==> config.mk <==
export PLATFORM = sky130hd
export DESIGN_NAME = c_burst_scheduler
export DESIGN_NICKNAME = d
export VERILOG_FILES = /design/src/rtl/c_burst_scheduler_pkg.sv /design/src/rtl/c_burst_scheduler_arb.sv /design/src/rtl/c_burst_scheduler.sv
export SDC_FILE = /design/constraint.sdc
export NUM_CORES = 1
export LEC_CHECK = 0
export CAP_MARGIN = 5
export CORE_MARGIN = 2
export CORE_UTILIZATION = 40
export DETAILED_ROUTE_END_ITERATION = 10
export PLACE_DENSITY_LB_ADDON = 0.1
export SYNTH_ARGS = -nofsm -noshare
export SYNTH_HDL_FRONTEND = slang
export SYNTH_SLANG_ARGS = --single-unit
==> constraint.sdc <==
create_clock -name clk -period 2.5 [get_ports clk]
set_input_delay 0.5 -clock clk [delete_from_list [all_inputs] [get_ports clk]]
set_output_delay 0.5 -clock clk [all_outputs]
set_load 0.01 [all_outputs]
==> src/rtl/c_burst_scheduler_pkg.sv <==
// Shared types and constants for the blockC burst scheduler.
package c_burst_scheduler_pkg;

    localparam int C_ANOTHER_SIZE = 10;
    localparam int D_SIZE         = 3;

    localparam logic [3:0] C_ST_IDLE  = 4'h0;
    localparam logic [3:0] C_ST_BURST = 4'h1;
    localparam logic [3:0] C_ST_ABORT = 4'h2;

    typedef logic [D_SIZE-1:0] dT;

    typedef struct packed {
        dT d;
    } dSt;

    typedef enum logic [3:0] {
        C_IDLE  = C_ST_IDLE,
        C_BURST = C_ST_BURST,
        C_ABORT = C_ST_ABORT
    } cStateT;

    // Beat payload is the seed offset by the beat number, wrapping silently.
    function automatic dT beat_payload(input dT seed, input logic [3:0] beat);
        return seed + beat[D_SIZE-1:0];
    endfunction

endpackage

==> src/rtl/c_burst_scheduler_arb.sv <==
// Combinational round-robin winner select: rotate requests so rr_ptr+1 is
// bit 0, pick the lowest set bit, then rotate the index back.
module c_rr_arbiter #(
    parameter int NUM_REQ = 4,
    parameter int IW      = $clog2(NUM_REQ)
) (
    input  logic [NUM_REQ-1:0] req,
    input  logic [IW-1:0]      rr_ptr,
    output logic [NUM_REQ-1:0] grant,
    output logic [IW-1:0]      grant_idx
);

    logic [IW:0]        start;
    logic [NUM_REQ-1:0] rot;
    logic [IW-1:0]      rot_idx;
    logic               found;
    logic [IW:0]        sum;

    always_comb begin
        logic [IW:0] idx;
        start = (rr_ptr == IW'(NUM_REQ - 1)) ? '0 : ({1'b0, rr_ptr} + 1'b1);
        rot   = '0;
        for (int i = 0; i < NUM_REQ; i++) begin
            idx = (IW + 1)'(i) + start;
            if (idx >= (IW + 1)'(NUM_REQ)) begin
                idx = idx - (IW + 1)'(NUM_REQ);
            end
            rot[i] = req[idx[IW-1:0]];
        end
    end

    always_comb begin
        found   = 1'b0;
        rot_idx = '0;
        for (int i = 0; i < NUM_REQ; i++) begin
            if (rot[i] && !found) begin
                found   = 1'b1;
                rot_idx = IW'(i);
            end
        end
        sum = {1'b0, rot_idx} + start;
        if (sum >= (IW + 1)'(NUM_REQ)) begin
            sum = sum - (IW + 1)'(NUM_REQ);
        end
        grant_idx = sum[IW-1:0];
    end

    generate
        for (genvar gi = 0; gi < NUM_REQ; gi++) begin : g_grant
            assign grant[gi] = found && (grant_idx == IW'(gi));
        end
    endgenerate

endmodule

==> src/rtl/c_burst_scheduler.sv <==
// Round-robin burst scheduler feeding blockC's d-datapath.
// Optional stall timeout/abort enabled by defining C_BURST_SCHED_TIMEOUT_EN.
module c_burst_scheduler
    import c_burst_scheduler_pkg::*;
#(
    parameter int NUM_REQ   = 4,
    parameter int BURST_LEN = C_ANOTHER_SIZE,
    parameter int TIMEOUT   = 16
) (
    input  logic                        clk,
    input  logic                        rst,
    input  logic [NUM_REQ-1:0]          req_valid,
    input  logic [NUM_REQ*D_SIZE-1:0]   req_d,
    output logic [NUM_REQ-1:0]          req_ready,
    output logic                        out_valid,
    input  logic                        out_ready,
    output dSt                          out_d,
    output logic [3:0]                  out_idx,
    output logic                        out_last,
    output logic [$clog2(NUM_REQ)-1:0]  out_src,
    output cStateT                      c_state,
    output logic                        abort
);

    localparam int IW = $clog2(NUM_REQ);

    cStateT       state_q,     state_d;
    logic [IW-1:0] rr_ptr_q,   rr_ptr_d;
    logic [3:0]   beat_q,      beat_d;
    dT            seed_q,      seed_d;
    logic         out_valid_q, out_valid_d;
    logic         out_last_q,  out_last_d;
    dSt           out_d_q,     out_d_d;
    logic [IW-1:0] out_src_q,  out_src_d;
    logic [NUM_REQ-1:0] req_ready_c;

`ifdef C_BURST_SCHED_TIMEOUT_EN
    localparam int SW = $clog2(TIMEOUT + 1);
    logic [SW-1:0] stall_q, stall_d;
    logic          abort_q, abort_d;
`endif

    logic [NUM_REQ-1:0] arb_grant;
    logic [IW-1:0]      arb_idx;
    dT                  seeds [NUM_REQ];

    c_rr_arbiter #(
        .NUM_REQ (NUM_REQ)
    ) u_arb (
        .req       (req_valid),
        .rr_ptr    (rr_ptr_q),
        .grant     (arb_grant),
        .grant_idx (arb_idx)
    );

    generate
        for (genvar gi = 0; gi < NUM_REQ; gi++) begin : g_seed
            assign seeds[gi] = req_d[gi*D_SIZE +: D_SIZE];
        end
    endgenerate

    always_comb begin
        state_d     = state_q;
        rr_ptr_d    = rr_ptr_q;
        beat_d      = beat_q;
        seed_d      = seed_q;
        out_valid_d = out_valid_q;
        out_last_d  = out_last_q;
        out_d_d     = out_d_q;
        out_src_d   = out_src_q;
        req_ready_c = '0;
`ifdef C_BURST_SCHED_TIMEOUT_EN
        stall_d     = stall_q;
        abort_d     = 1'b0;
`endif
        case (state_q)
            C_IDLE: begin
                if (|req_valid) begin
                    req_ready_c = arb_grant;
                    seed_d      = seeds[arb_idx];
                    out_src_d   = arb_idx;
                    rr_ptr_d    = arb_idx;
                    beat_d      = '0;
                    out_valid_d = 1'b1;
                    out_d_d.d   = seeds[arb_idx];
                    out_last_d  = (BURST_LEN == 1);
                    state_d     = C_BURST;
`ifdef C_BURST_SCHED_TIMEOUT_EN
                    stall_d     = '0;
`endif
                end
            end
            C_BURST: begin
                if (out_ready) begin
`ifdef C_BURST_SCHED_TIMEOUT_EN
                    stall_d = '0;
`endif
                    if (out_last_q) begin
                        state_d     = C_IDLE;
                        out_valid_d = 1'b0;
                        out_last_d  = 1'b0;
                        beat_d      = '0;
                        out_d_d     = '0;
                    end else begin
                        beat_d     = beat_q + 4'd1;
                        out_d_d.d  = beat_payload(seed_q, beat_d);
                        out_last_d = (beat_d == 4'(BURST_LEN - 1));
                    end
                end
`ifdef C_BURST_SCHED_TIMEOUT_EN
                // Reaching TIMEOUT stalled cycles drops the burst; rr_ptr stays on the victim.
                else if (stall_q == SW'(TIMEOUT - 1)) begin
                    state_d     = C_ABORT;
                    abort_d     = 1'b1;
                    out_valid_d = 1'b0;
                    out_last_d  = 1'b0;
                    beat_d      = '0;
                    out_d_d     = '0;
                    stall_d     = '0;
                end else begin
                    stall_d = stall_q + 1'b1;
                end
`endif
            end
`ifdef C_BURST_SCHED_TIMEOUT_EN
            C_ABORT: begin
                state_d = C_IDLE;
            end
`endif
            default: begin
                state_d     = C_IDLE;
                out_valid_d = 1'b0;
                out_last_d  = 1'b0;
                beat_d      = '0;
                out_d_d     = '0;
            end
        endcase
    end

    always_ff @(posedge clk or posedge rst) begin
        if (rst) begin
            state_q     <= C_IDLE;
            rr_ptr_q    <= IW'(NUM_REQ - 1);
            beat_q      <= '0;
            seed_q      <= '0;
            out_valid_q <= 1'b0;
            out_last_q  <= 1'b0;
            out_d_q     <= '0;
            out_src_q   <= '0;
`ifdef C_BURST_SCHED_TIMEOUT_EN
            stall_q     <= '0;
            abort_q     <= 1'b0;
`endif
        end else begin
            state_q     <= state_d;
            rr_ptr_q    <= rr_ptr_d;
            beat_q      <= beat_d;
            seed_q      <= seed_d;
            out_valid_q <= out_valid_d;
            out_last_q  <= out_last_d;
            out_d_q     <= out_d_d;
            out_src_q   <= out_src_d;
`ifdef C_BURST_SCHED_TIMEOUT_EN
            stall_q     <= stall_d;
            abort_q     <= abort_d;
`endif
        end
    end

    // Accept pulse is combinational, so mask it while reset is held.
    assign req_ready = rst ? '0 : req_ready_c;
    assign out_valid = out_valid_q;
    assign out_d     = out_d_q;
    assign out_idx   = beat_q;
    assign out_last  = out_last_q;
    assign out_src   = out_src_q;
    assign c_state   = state_q;
`ifdef C_BURST_SCHED_TIMEOUT_EN
    assign abort     = abort_q;
`else
    assign abort     = 1'b0;
`endif

endmodule

==> results by group, run 1 <==
Synthesis
  • Syn Inst Count: 131
  • Syn_area_per_cell: 8.577 um2
  • Sequential fraction of the synthesis area: 35.86%
  • Mapped Area: 1124 um2
  • Synth warn: 0
  • Seq cells post-synth: 16
  • Post-synthesis cell type count: 34

Clock network
  • Maximum buffer depth of the clock tree: 2
  • Clock Sinks: 16
  • Num CTS Buffers: 3
  • H-tree Lvls: 1
  • CTS tree: built
  • Hold-fix buffers, CTS: 0
  • Worst-Skew Late Latency: 0.29 ns
  • Clk root buf: clkbuf_4
  • Clk pin slew, worst setup/hold paths: 0.10 ns

Setup path
  • Critical path launch point type: flip-flop
  • Worst-path cell chain: ha_4 -> nand2_2 -> a21oi_2 -> o22ai_1 -> nor2_1 -> a21oi_1 -> ha_2 -> xor2_4 -> xnor2_4 -> nor4b_4 -> buf_2
  • Crit-path max FO: 5
  • Type of destination of the critical path: primary output
  • Worst Reg-to-Reg Cells: 13
  • CP Class: flip-flop to primary output
  • Crit path DAT: 2.52 ns
  • CP max stage cell: dfstp_2
  • Required @ worst endpoint: 2.00 ns
  • Slowest Stage Delay on Critical Path: 0.57 ns

Finish
  • Finished Layout Cells: 215
  • Share of cells above drive strength 1: 26.63%
  • Diodes inserted: 0
  • FF/Latch Area: 402.9 um2
  • Synth-to-Final Area Change: 59.02%
  • Fillers: 236
  • NumNets Final: 210
  • Area of the multi-input gates: 779.5 um2

Global routing
  • Tot GR Track Use: 18.41%
  • Total grt overflow: 0
  • Largest net degree at the start of global routing: 17
  • Global-route wire length before repair: 4.664 mm
  • Antenna violations before repair: 0
  • Vias in the first global route: 1,081

Placement
  • Placed insts: 209
  • I/O Buffers: 34
  • Routability Congestion: 0.7178
  • DP HPWL: 2.244 mm

Power and ir drop
  • PD cells: 1503 nW/um2
  • Static leakage: 0.8345 nW
  • Worst ir drop on vdd: 1500 uV
  • Total Power: 0.002686 W

Timing
  • Period utilization: 120.9%
  • Slew Limit Fails: 0
  • Worst Slack Setup Final: -0.5236 ns
  • Final Hold Vio Count: 0
  • Crit path time final: 3.024 ns
  • Fmax: 0.3307 GHz
  • RSZ-0062 raised after global routing: yes
  • Rel. slew slack: 59.20%
  • Clock Skew: 0.001010 ns
  • Worst-Margin Slew: 0.6113 ns
  • Setup-failing EPs final: 8

Routing
  • Drt first pass iters: 4
  • Drt drc: 0
  • Vias per inst: 5.060
  • Final wirelength: 2.845 mm
  • Average routed wire per standard cell: 13.23 um
  • DRT iter0 DRCs: 13
  • Remaining antenna violation count: 0
  • Vias: 1,088

Worst hold path
  • Worst Hold Depth: 1
  • Hold Path Class: flip-flop to flip-flop

Floorplan
  • Core area: 2710 um2
  • Chip height: 57 um
  • DIE AREA: 3249 um2
  • Cell Rows: 19
  • Die W: 57 um
  • Initial Utilization: 41.46%
  • Io pins: 39

Run status
  • Violations in the final reports: negative setup slack
  • Status: finished, violations left

Flow run
  • Max_cap viols: 0
==> cells in the final DEF (no fill, tap or decap), drive strengths merged <==
cell type	instances
o211ai	3
nor3	1
ha	5
nor2b	1
fa	1
and2b	2
nand2b	2
clkdlybuf4s50	28
a21o	1
xnor2	3
buf	25
nand2	23
xor2	3
nor4	2
or4b	1
nand3	2
inv	9
conb	4
clkbuf	4
o311ai	2
or2	1
a2bb2oi	1
a22o	1
nor4b	1
o22ai	1
mux2i	10
nor2	16
nor3b	2
o21ai	6
dlygate4sd2	2
dfrtp	14
a21oi	3
o21a	2
dfstp	2
==> worst max-delay path, delay by kind of cell, from the launching register on <==
family,cells,cell delay [ns]
AO/OA/AOI/OAI,3,0.32
adder cells (fa/ha/maj),2,0.45
XOR/XNOR,2,0.36
AND/OR/NAND/NOR,3,0.35
flip-flops,1,0.57
buffers and inverters,1,0.18
==> Yosys cell counts <==
master     count  share of area (%)
dfrtp_1       14                 31
a22o_1         1               0.78
nor4_1         2                1.1
o21a_1         2                1.3
and2b_1        2                1.3
dfstp_2        2                4.7
xnor2_1        2                1.6
nor4b_1        1               0.78
buf_4          6                4.0
a21oi_1        3                1.3
o22ai_1        1               0.56
ha_1           5                5.6
o311ai_1       2                1.6
mux2i_1       10                8.9
nand2b_1       2                1.1
or4b_1         1               0.89
or2_2          1               0.56
a2bb2oi_1      1               0.78
inv_1          9                3.0
conb_1         1               0.33
o211ai_2       1                1.1
nand3_1        2               0.89
fa_1           1                1.8
xor2_1         3                2.3
nor2b_1        1               0.56
nor2_1        16                5.3
a21o_1         1               0.67
clkbuf_1       3                1.0
nor3b_1        2                1.3
nand2_1       23                7.7
o211ai_1       2                1.3
xnor2_2        1                1.4
o21ai_0        6                2.7
nor3_1         1               0.45
==> stage by stage <==
step / hold slack, ns / utilization, % / cell area (um2) / setup TNS (ns) / setup slack (ns)
2_1_floorplan: 0.4123 / - / 1215 / -0.2295 / -0.1008
3_3_place_gp: 0.4624 / 62.33 / 1689 / -5.351 / -0.9140
3_5_place_dp: 0.4718 / 62.33 / 1689 / -5.687 / -0.9727
4_1_cts: 0.5039 / 64.31 / 1743 / -2.507 / -0.5669
5_1_grt: 0.5334 / 65.93 / 1787 / -3.524 / -0.6681
6_report: 0.5038 / 65.93 / 1787 / -2.107 / -0.5236
==> where the power goes <==
group          total (W)  switching [W]  internal (W)
Sequential      0.000480      0.0000941      0.000386
Combinational    0.00203       0.000891       0.00114
Clock           0.000179      0.0000898     0.0000887
Total            0.00269        0.00107       0.00161
==> layer usage <==
metal,GRT usage (%),vias to the layer above,part of all wire [%]
met5,0,-,0
met4,4.319,0,1.3
met3,4.989,4,2.8
met2,32.84,19,53
met1,22.05,532,43
li1,-,533,-
==> timing repair <==
item / CTS / global route
resized for setup: 25 / 10
pin swaps: 6 / 5
setup buffers: 2 / 1
setup endpoints to repair: 7 / 10
gates cloned: 0 / 0
==> final cells by class <==
class | instances | share of cell area, %
inverter | 9 | 1.891
sequential | 16 | 22.55
multi-input combinational | 100 | 43.63
timing repair buffer | 55 | 27.73
tap | 31 | 2.171
clock buffer | 4 | 2.031
==> state kept, by name, summed over array words and instances, names as in the netlist <==
register   cells
out_src        2
out_valid      1
rr_ptr_q       2
seed_q         3
out_last       1
out_d          3
out_idx        4
==> cells by family after synthesis <==
kind of cell	after synthesis	share of synthesized area, %
muxes	10	8.909
DFF	16	35.86
xor gates and xnor gates	6	5.346
AOI/OAI and AO/OA	20	12.14
buffers and inverters	18	8.017
and+or+nand+nor	54	22.05
other	1	0.3338
adders and majority gates	6	7.350
==> path summary, 6_finish.rpt <==
check                       startpoint           end  slack (ns)
min                         out_src[1]    out_src[1]        0.50
max in group asynchronous          rst    out_idx[2]        1.24
max reg2reg                rr_ptr_q[0]      out_d[1]       -0.06
min in group asynchronous          rst    out_src[0]        0.87
min reg2reg                 out_src[1]    out_src[1]        0.50
max                        rr_ptr_q[0]  req_ready[0]       -0.52
Note: power is estimated with default switching activity, not from simulation.
==> run 2, diff against run 1 <==
- GPL_TIMING_DRIVEN: not set -> 1
- HOLD_SLACK_MARGIN: not set -> 0.06
==> results of run 2 <==
No change in the layout: final DEF, timing and power equal those of run 1.
==> run 3, diff against run 2 <==
- SKIP_LAST_GASP: not set -> 1
==> run 3 against run 2 <==
The run still ends with negative setup slack left. Register-to-register slack about the same. Sequential share of layout area about the same. Clock power about the same. Sequential power about the same.
==> results by group, run 3 (synthesis gave the netlist of run 1 again) <==
Run status
  • Status: finished, violations left
  • Violations in the final reports: negative setup slack

Setup path
  • Reg2reg start: rr_ptr_q[0]
  • R2r endpoint: out_d[0]
  • Crit path to: req_ready[0]
  • Critical path launch point type: flip-flop
  • Setup slack, reg-to-reg: -0.07 ns
  • Worst Reg-to-Reg Cells: 13
  • Worst Setup SP: rr_ptr_q[0]
  • Type of destination of the critical path: primary output
  • Crit-path max FO: 5
  • CP Class: flip-flop to primary output
  • Required @ worst endpoint: 2.00 ns
  • Crit path DAT: 2.53 ns

Worst hold path
  • Hold Path Class: flip-flop to flip-flop
  • Worst Hold Depth: 2

Routing
  • Remaining antenna violation count: 0
  • Vias per inst: 5.135
  • DRT iter0 DRCs: 13
  • Average routed wire per standard cell: 13.37 um
  • Vias: 1,104
  • Final wirelength: 2.874 mm
  • Drt first pass iters: 4
  • Drt drc: 0

Finish
  • Commonest cells after routing, fill and taps aside: clkdlybuf4s50_1 (28), nand2_1 (21), buf_4 (19)
  • Commonest non-fill, non-tap cell in the layout: clkdlybuf4s50_1
  • Share of cells above drive strength 1: 26.63%
  • Finished Layout Cells: 215
  • Flip-flop count of the largest register after layout: 4
  • Diodes inserted: 0
  • NumNets Final: 210
  • Synth-to-Final Area Change: 58.69%

Floorplan
  • Initial Utilization: 41.46%
  • Die W: 57 um
  • Chip height: 57 um
  • DIE AREA: 3249 um2
  • Core area: 2710 um2
  • Io pins: 39
  • Cell Rows: 19

Power and ir drop
  • Static leakage: 0.8323 nW
  • Total Power: 0.002658 W
  • PD cells: 1491 nW/um2
  • Worst ir drop on vdd: 1483 uV

Clock network
  • Clk pin slew, worst setup/hold paths: 0.10 ns
  • H-tree Lvls: 1
  • Clock Sinks: 16
  • CTS tree: built
  • Hold-fix buffers, CTS: 0
  • Clk root buf: clkbuf_4
  • Num CTS Buffers: 3
  • Worst-Skew Late Latency: 0.29 ns
  • Maximum buffer depth of the clock tree: 2

Timing
  • Setup-failing EPs final: 10
  • Crit path time final: 3.026 ns
  • Rel. slew slack: 59.18%
  • Slew Limit Fails: 0
  • RSZ-0062 raised after global routing: yes
  • Fmax: 0.3305 GHz
  • Final Hold Vio Count: 0
  • Clock Skew: 0.001240 ns
  • Setup_tns: -2.231 ns
  • Worst-Margin Slew: 0.6116 ns
  • Period utilization: 121.0%
  • Worst Slack Setup Final: -0.5258 ns
  • Fin Hold WS: 0.5077 ns

Global routing
  • Total grt overflow: 0
  • Vias in the first global route: 1,081
  • Global-route wire length before repair: 4.664 mm
  • Tot GR Track Use: 18.41%
  • Largest net degree at the start of global routing: 17
  • Antenna violations before repair: 0

Placement
  • I/O Buffers: 34
  • Routability Congestion: 0.7178
  • DP HPWL: 2.244 mm
  • Placed insts: 209

Flow run
  • Max_cap viols: 0
==> run 3: critical path, cell delays in order, from the launching register on <==
cell	delay (ns)
dfstp_2	0.57
ha_4	0.22
nand2_2	0.07
a21oi_2	0.05
o22ai_1	0.14
nor2_1	0.05
a21oi_1	0.13
ha_2	0.23
xor2_4	0.20
xnor2_4	0.17
nor4b_4	0.23
buf_2	0.18
==> run 3: metal layers <==
layer  up-vias  GRT usage, %  share of wire [%]
met1       543         22.05                 42
met5         -             0                  0
met2        23         32.84                 54
li1        534             -                  -
met3         4         4.989                2.9
met4         0         4.319                1.3
==> run 3: timing repair <==
item / 4_1_cts / 5_1_grt
setup endpoints to repair: 7 / 10
pin swaps: 6 / 4
gates resized for setup: 24 / 10
buffers inserted: 2 / 1
==> run 3: worst min-delay path by stage <==
stage / start / end
global route: seed_q[0] / seed_q[0]
finish: seed_q[0] / seed_q[0]
CTS: out_src[1] / out_src[1]
detailed placement: out_d[2] / out_d[2]
global placement: out_src[0] / out_src[0]
floorplan: rst / out_d[0]
==> run 3: cell type report <==
class	count	area, um2
repair buffers	55	491.7
fillers	237	927.1
well taps	31	38.79
flip-flops and latches	16	402.9
multi-input cells	100	779.5
clock buffers	4	36.28
inverters	9	33.78
==> run 3: power breakdown <==
group / internal [W] / switching (W)
Combinational: 0.00111 / 0.000887
Sequential: 0.000386 / 0.0000946
Clock: 0.0000888 / 0.0000903
==> run 3: through the flow <==
stage               area, um2  setup slack, ns  util (%)
floorplan                1215          -0.1008         -
global placement         1689          -0.9140     62.33
detailed placement       1689          -0.9727     62.33
CTS                      1743          -0.5669     64.31
global route             1783          -0.6684     65.79
finish                   1783          -0.5258     65.79
